### src/rtl/rob_commit_ctrl.sv
// Reorder-buffer commit scheduler: in-order allocation, out-of-order writeback,
// one in-order retirement per cycle and a one-cycle rollback on a mispredicted head.
module rob_commit_ctrl #(
    parameter int unsigned ROB_SIZE = 16,
    parameter int unsigned POS_W    = 4
) (
    input  logic             clk,
    input  logic             rst,
    input  logic             rdy,
    input  logic             issue_valid,
    input  logic [4:0]       issue_rd,
    output logic [POS_W-1:0] issue_rob_pos,
    output logic             rob_full,
    input  logic             wb_valid,
    input  logic [POS_W-1:0] wb_rob_pos,
    input  logic [31:0]      wb_val,
    input  logic             wb_mispredict,
    output logic             commit,
    output logic [4:0]       commit_rd,
    output logic [31:0]      commit_val,
    output logic [POS_W-1:0] commit_rob_pos,
    output logic             rollback
);

    typedef enum logic {StRun, StFlush} state_e;

    localparam logic [POS_W:0] FullCnt = (POS_W+1)'(ROB_SIZE);

    state_e              state_q, state_d;
    logic [POS_W-1:0]    head_q, head_d, tail_q, tail_d;
    logic [POS_W:0]      count_q, count_d;
    logic [ROB_SIZE-1:0] busy_q, busy_d, ready_q, ready_d, misp_q, misp_d;
    logic [4:0]          rd_q  [ROB_SIZE];
    logic [4:0]          rd_d  [ROB_SIZE];
    logic [31:0]         val_q [ROB_SIZE];
    logic [31:0]         val_d [ROB_SIZE];

    logic                commit_q, commit_d, rollback_q, rollback_d;
    logic [4:0]          commit_rd_q, commit_rd_d;
    logic [31:0]         commit_val_q, commit_val_d;
    logic [POS_W-1:0]    commit_pos_q, commit_pos_d;

    logic                do_issue, do_commit;

    assign rob_full       = (count_q == FullCnt) || (state_q == StFlush);
    assign issue_rob_pos  = tail_q;
    assign commit         = commit_q;
    assign commit_rd      = commit_rd_q;
    assign commit_val     = commit_val_q;
    assign commit_rob_pos = commit_pos_q;
    assign rollback       = rollback_q;

    always_comb begin
        state_d      = state_q;
        head_d       = head_q;
        tail_d       = tail_q;
        count_d      = count_q;
        busy_d       = busy_q;
        ready_d      = ready_q;
        misp_d       = misp_q;
        rd_d         = rd_q;
        val_d        = val_q;
        commit_d     = 1'b0;
        rollback_d   = 1'b0;
        commit_rd_d  = commit_rd_q;
        commit_val_d = commit_val_q;
        commit_pos_d = commit_pos_q;
        do_issue     = 1'b0;
        do_commit    = 1'b0;

        if (rdy) begin
            unique case (state_q)
                StRun: begin
                    do_issue  = issue_valid && !rob_full;
                    do_commit = busy_q[head_q] && ready_q[head_q];

                    if (wb_valid && busy_q[wb_rob_pos]) begin
                        ready_d[wb_rob_pos] = 1'b1;
                        val_d[wb_rob_pos]   = wb_val;
                        misp_d[wb_rob_pos]  = wb_mispredict;
                    end

                    // The issue slot is never busy unless full, so it cannot
                    // collide with the writeback or the committing head.
                    if (do_issue) begin
                        busy_d[tail_q]  = 1'b1;
                        ready_d[tail_q] = 1'b0;
                        misp_d[tail_q]  = 1'b0;
                        rd_d[tail_q]    = issue_rd;
                        tail_d          = tail_q + POS_W'(1);
                    end

                    if (do_commit) begin
                        commit_d        = 1'b1;
                        commit_rd_d     = rd_q[head_q];
                        commit_val_d    = val_q[head_q];
                        commit_pos_d    = head_q;
                        busy_d[head_q]  = 1'b0;
                        ready_d[head_q] = 1'b0;
                        misp_d[head_q]  = 1'b0;
                        rd_d[head_q]    = '0;
                        val_d[head_q]   = '0;
                        head_d          = head_q + POS_W'(1);
                        if (misp_q[head_q]) begin
                            state_d    = StFlush;
                            rollback_d = 1'b1;
                        end
                    end

                    count_d = count_q + (POS_W+1)'(do_issue) - (POS_W+1)'(do_commit);
                end
                StFlush: begin
                    busy_d  = '0;
                    ready_d = '0;
                    misp_d  = '0;
                    for (int i = 0; i < ROB_SIZE; i++) begin
                        rd_d[i]  = '0;
                        val_d[i] = '0;
                    end
                    head_d  = '0;
                    tail_d  = '0;
                    count_d = '0;
                    state_d = StRun;
                end
                default: state_d = StRun;
            endcase
        end
    end

    always_ff @(posedge clk or negedge rst) begin
        if (!rst) begin
            state_q      <= StRun;
            head_q       <= '0;
            tail_q       <= '0;
            count_q      <= '0;
            busy_q       <= '0;
            ready_q      <= '0;
            misp_q       <= '0;
            for (int i = 0; i < ROB_SIZE; i++) begin
                rd_q[i]  <= '0;
                val_q[i] <= '0;
            end
            commit_q     <= 1'b0;
            rollback_q   <= 1'b0;
            commit_rd_q  <= '0;
            commit_val_q <= '0;
            commit_pos_q <= '0;
        end else begin
            state_q      <= state_d;
            head_q       <= head_d;
            tail_q       <= tail_d;
            count_q      <= count_d;
            busy_q       <= busy_d;
            ready_q      <= ready_d;
            misp_q       <= misp_d;
            rd_q         <= rd_d;
            val_q        <= val_d;
            commit_q     <= commit_d;
            rollback_q   <= rollback_d;
            commit_rd_q  <= commit_rd_d;
            commit_val_q <= commit_val_d;
            commit_pos_q <= commit_pos_d;
        end
    end

endmodule

### config.mk
export PLATFORM = sky130hd
export DESIGN_NAME = rob_commit_ctrl
export DESIGN_NICKNAME = d
export VERILOG_FILES = /design/src/rtl/rob_commit_ctrl.sv
export SDC_FILE = /design/constraint.sdc
export NUM_CORES = 2
export LEC_CHECK = 0
export ABC_AREA = 1
export CAP_MARGIN = 30
export CORE_MARGIN = 4
export CORE_UTILIZATION = 50
export DETAILED_ROUTE_END_ITERATION = 10
export PLACE_DENSITY = 0.64
export SYNTH_ARGS = -nofsm -noshare
export SYNTH_HDL_FRONTEND = slang
export SYNTH_SLANG_ARGS = --single-unit
### constraint.sdc
create_clock -name clk -period 3.79 [get_ports clk]
set_input_delay 0.758 -clock clk [delete_from_list [all_inputs] [get_ports clk]]
set_output_delay 0.758 -clock clk [all_outputs]
set_load 0.05 [all_outputs]
==> impl_metrics.py <==
metrics = {
    "floorplanning": {
        "io_pins": 95,
        "fp.dieArea_sq_um": 90400,
        "design.core.area_sq_um": 85000,
        "die_w_um": 301,
        "num_rows": 107,
        "start_util": 0.504,
        "die_y_um": 301,
    },
    "synthesis": {
        "synthAdderAreaFrac": 0.00456,
        "synth_cells": 6283,
        "synthDistinctLibCells": 39,
        "synthSimpleGateAreaFrac": 0.348,
        "syn_area_per_cell_sq_um": 6.82,
        "yosys_warnings": 0,
        "synthesis.nets": 6345,
        "synthXorXnorAreaFrac": 0.000818,
        "synth_area_sq_um": 42800,
        "synth_top_family_by_area": "simple AND/OR/NAND/NOR gates",
        "synth_seq_cells": 697,
        "yosysSeqAreaShare": 0.407,
        "synth-compound-area-share": 0.117,
        "synth_mux_area_frac": 0,
    },
    "sta": {
        "slew_headroom": 0.157,
        "drv_slew": 0,
        "rsz0062_at_grt": "false",
        "finalCritPeriodShare": 0.864,
        "period_minus_slack_ps": 3270,
        "setup_viol": 0,
        "max_freq_mhz": 305,
        "finalHoldViolCount": 0,
        "clock_skew_ps": 29.9,
        "fin_tns_setup_ps": 0,
        "tightest_slew_ps": 1270,
    },
    "worst_setup_path": {
        "rr_worst_depth": 22,
        "crit_fanout": 20,
        "cp_slowest_cell": "dfrtp_4",
        "ff2ff_setup_slack_ps": 520,
        "startpoint": "head_q[0]",
        "cpPeakStageDelay_ps": 610,
        "crit_buf_inv": 5,
        "worstSetupStartpointType": "flip-flop",
        "crit_type": "flip-flop to flip-flop",
        "critical_path_cell_count": 22,
        "required_ps": 4370,
        "cp_data_arrival_time_ps": 3850,
        "crit_chain": "buf_4, nor2_1, nor2_1, nand2_1, nand2_1, nand2_1, nand2_1, inv_2, nand2_4, nand2_2, inv_1, ha_1, inv_1, ha_1, inv_1, fa_1, nor2_1, nor2_1, nor2_1, nor2_1, xor2_1, o21ai_0",
        "crit_path_end": "count_q[4]",
        "timing.rr.start": "head_q[0]",
        "end_kind": "flip-flop",
        "crit_family": "simple AND/OR/NAND/NOR gates",
        "crit_path_frequent_cell": "nor2_1",
        "r2r-end": "count_q[4]",
    },
    "global_routing": {
        "grt_max_degree": 198,
        "grt_pass1_wl_um": 250000,
        "grt_usage": 0.354,
        "grt_pass1_vias": 40600,
        "antenna_found_initial": 4,
        "grt_overflow": 0,
    },
    "place": {
        "place_area_sq_um": 44600,
        "dp_hpwl_um": 93300,
        "place_inst": 7147,
        "io_buffers": 94,
        "gp_congestion": 0.855,
    },
    "clock_tree": {
        "clk_latency_ps": 670,
        "ctsHoldBuffers": 0,
        "post_cts_resize_count": 0,
        "htreeDepth": 3,
        "cts.clk_slew.worst_paths_ps": 60,
        "cts_tree": "yes",
        "cts.path.max_buffers": 3,
        "post_cts_buffers": 0,
        "numCtsBuffers": 84,
        "cts_root_buf": "clkbuf_16",
        "numClockSinks": 697,
    },
    "power": {
        "swShare": 0.425,
        "p_seq_frac": 0.328,
        "p_clk_frac": 0.279,
        "p_sw_uw": 12800,
        "internal_power_uw": 17400,
        "p_comb_frac": 0.393,
        "p_per_area_nw_per_um2": 637,
        "ir_drop_mv": 0.426,
        "p_leak_uw": 0.0247,
        "power.total_uw": 30200,
    },
    "layout": {
        "nets": 6151,
        "layout.cells.non_filler": 7295,
        "syn_to_final_growth_pct": 10.6,
        "diodes": 0,
        "final_area_sq_um": 47400,
        "drive_gt1_frac": 0.0650,
    },
    "route": {
        "wirelength_um": 163000,
        "drc": 0,
        "num_vias": 44000,
        "viasPerCell": 6.03,
        "antenna_left": 0,
        "wl_per_cell_um": 22.3,
        "first_pass_iters": 8,
        "drt_iter0_markers": 5845,
    },
    "job": {
        "maxCapViolations": 0,
    },
    "status": {
        "outcome": "complete, no violations",
    },
    "min_path": {
        "hp-class": "input port to async pin",
    },
}
==> worst min path at each step <==
stage | startpoint | end | slack, ps | depth (start not counted)
6_report | rst | rd_q[10] | 120 | 1
5_1_grt | rst | rd_q[12] | 150 | 1
4_1_cts | rst | rd_q[8] | 130 | 1
3_5_place_dp | val_q[433] | val_q[433] | 460 | 2
3_3_place_gp | val_q[350] | val_q[350] | 460 | 2
2_1_floorplan | val_q[45] | val_q[45] | 450 | 2
==> layout by cell type (no fill, tap or decap), drive strengths merged, types with 64 or more instances in the layout <==
| cell | n |
|---|---|
| nand4 | 514 |
| nor2 | 67 |
| o22ai | 64 |
| nand3 | 593 |
| o21ai | 486 |
| buf | 157 |
| inv | 734 |
| clkdlybuf4s50 | 91 |
| a21oi | 382 |
| dfrtp | 697 |
| clkbuf | 117 |
| nand2 | 2126 |
==> power by group through the flow <==
stage	combinational [uW]	sequential [uW]	clock [uW]
floorplan	7180	10500	0
finish	11900	9890	8430
CTS	11700	9860	8500
global placement	11400	9920	0
global route	12900	10100	8820
detailed placement	11600	9960	0
==> routing by layer <==
layer	wire length, um	vias to the layer above	GRT usage
met5	66	-	0
met2	69900	2503	0.520
li1	-	20100	-
met4	7450	10	0.144
met1	66700	20900	0.505
met3	18600	489	0.0831
==> final cells by class <==
cell class | count | area, sq um
clock buffer | 117 | 2450
clock inverter | 31 | 365
fill | 8086 | 37600
inverter | 732 | 2780
multi-input combinational | 4326 | 20300
sequential | 697 | 17400
tap | 1144 | 1430
timing repair buffer | 248 | 2600
==> flip-flops by register name (all words and copies together), names as in the netlist <==
name	flops
commit_rd	5
rollback	1
busy_q	16
state_q	1
rd_q	80
commit_val	32
val_q	512
commit_rob_pos	4
head_q	4
issue_rob_pos	4
count_q	5
commit	1
misp_q	16
ready_q	16
==> synthesized netlist by cell type <==
| cell | instances | area [sq um] |
|---|---|---|
| nand4_1 | 514 | 3220 |
| inv_6 | 1 | 8.76 |
| nor2_4 | 2 | 22.5 |
| xor2_1 | 3 | 26.3 |
| a31oi_1 | 5 | 31.3 |
| nor2_1 | 62 | 233 |
| o21ai_1 | 42 | 210 |
| o22ai_1 | 64 | 400 |
| buf_1 | 39 | 146 |
| nor2_2 | 3 | 18.8 |
| a22oi_1 | 16 | 120 |
| nand2_1 | 2105 | 7900 |
| clkbuf_1 | 315 | 1180 |
| or2_2 | 1 | 6.26 |
| a31o_2 | 1 | 8.76 |
| dfrtp_1 | 697 | 17400 |
| buf_4 | 16 | 120 |
| a22o_1 | 1 | 8.76 |
| fa_1 | 1 | 20.0 |
| a21boi_0 | 12 | 90.1 |
| nand2_2 | 12 | 75.1 |
| o21ai_0 | 444 | 2220 |
| nor3_1 | 37 | 185 |
| buf_8 | 2 | 30.0 |
| clkinv_1 | 1 | 3.75 |
| o31ai_1 | 1 | 7.51 |
| buf_6 | 34 | 383 |
| ha_1 | 14 | 175 |
| inv_2 | 23 | 86.3 |
| a21oi_1 | 382 | 1910 |
| inv_4 | 4 | 25.0 |
| nand3_2 | 21 | 210 |
| buf_2 | 122 | 611 |
| inv_1 | 703 | 2640 |
| nand3_4 | 6 | 105 |
| xnor2_1 | 1 | 8.76 |
| nand2_4 | 9 | 101 |
| nand3_1 | 566 | 2830 |
| o21a_1 | 1 | 7.51 |
==> kinds of logic after synthesis <==
family | after synthesis
buf+inv | 1260
fa+ha+maj | 15
flops | 697
xor+xnor | 4
simple gates | 3338
compound gates | 969
==> stage by stage <==
stage	hold slack (ps)	utilization	setup WS, ps
finish	121	0.557	515
global placement	461	0.523	404
detailed placement	465	0.524	259
floorplan	449	-	1020
CTS	128	0.557	551
global route	150	0.557	190
Power figures use the tool's default switching activity.
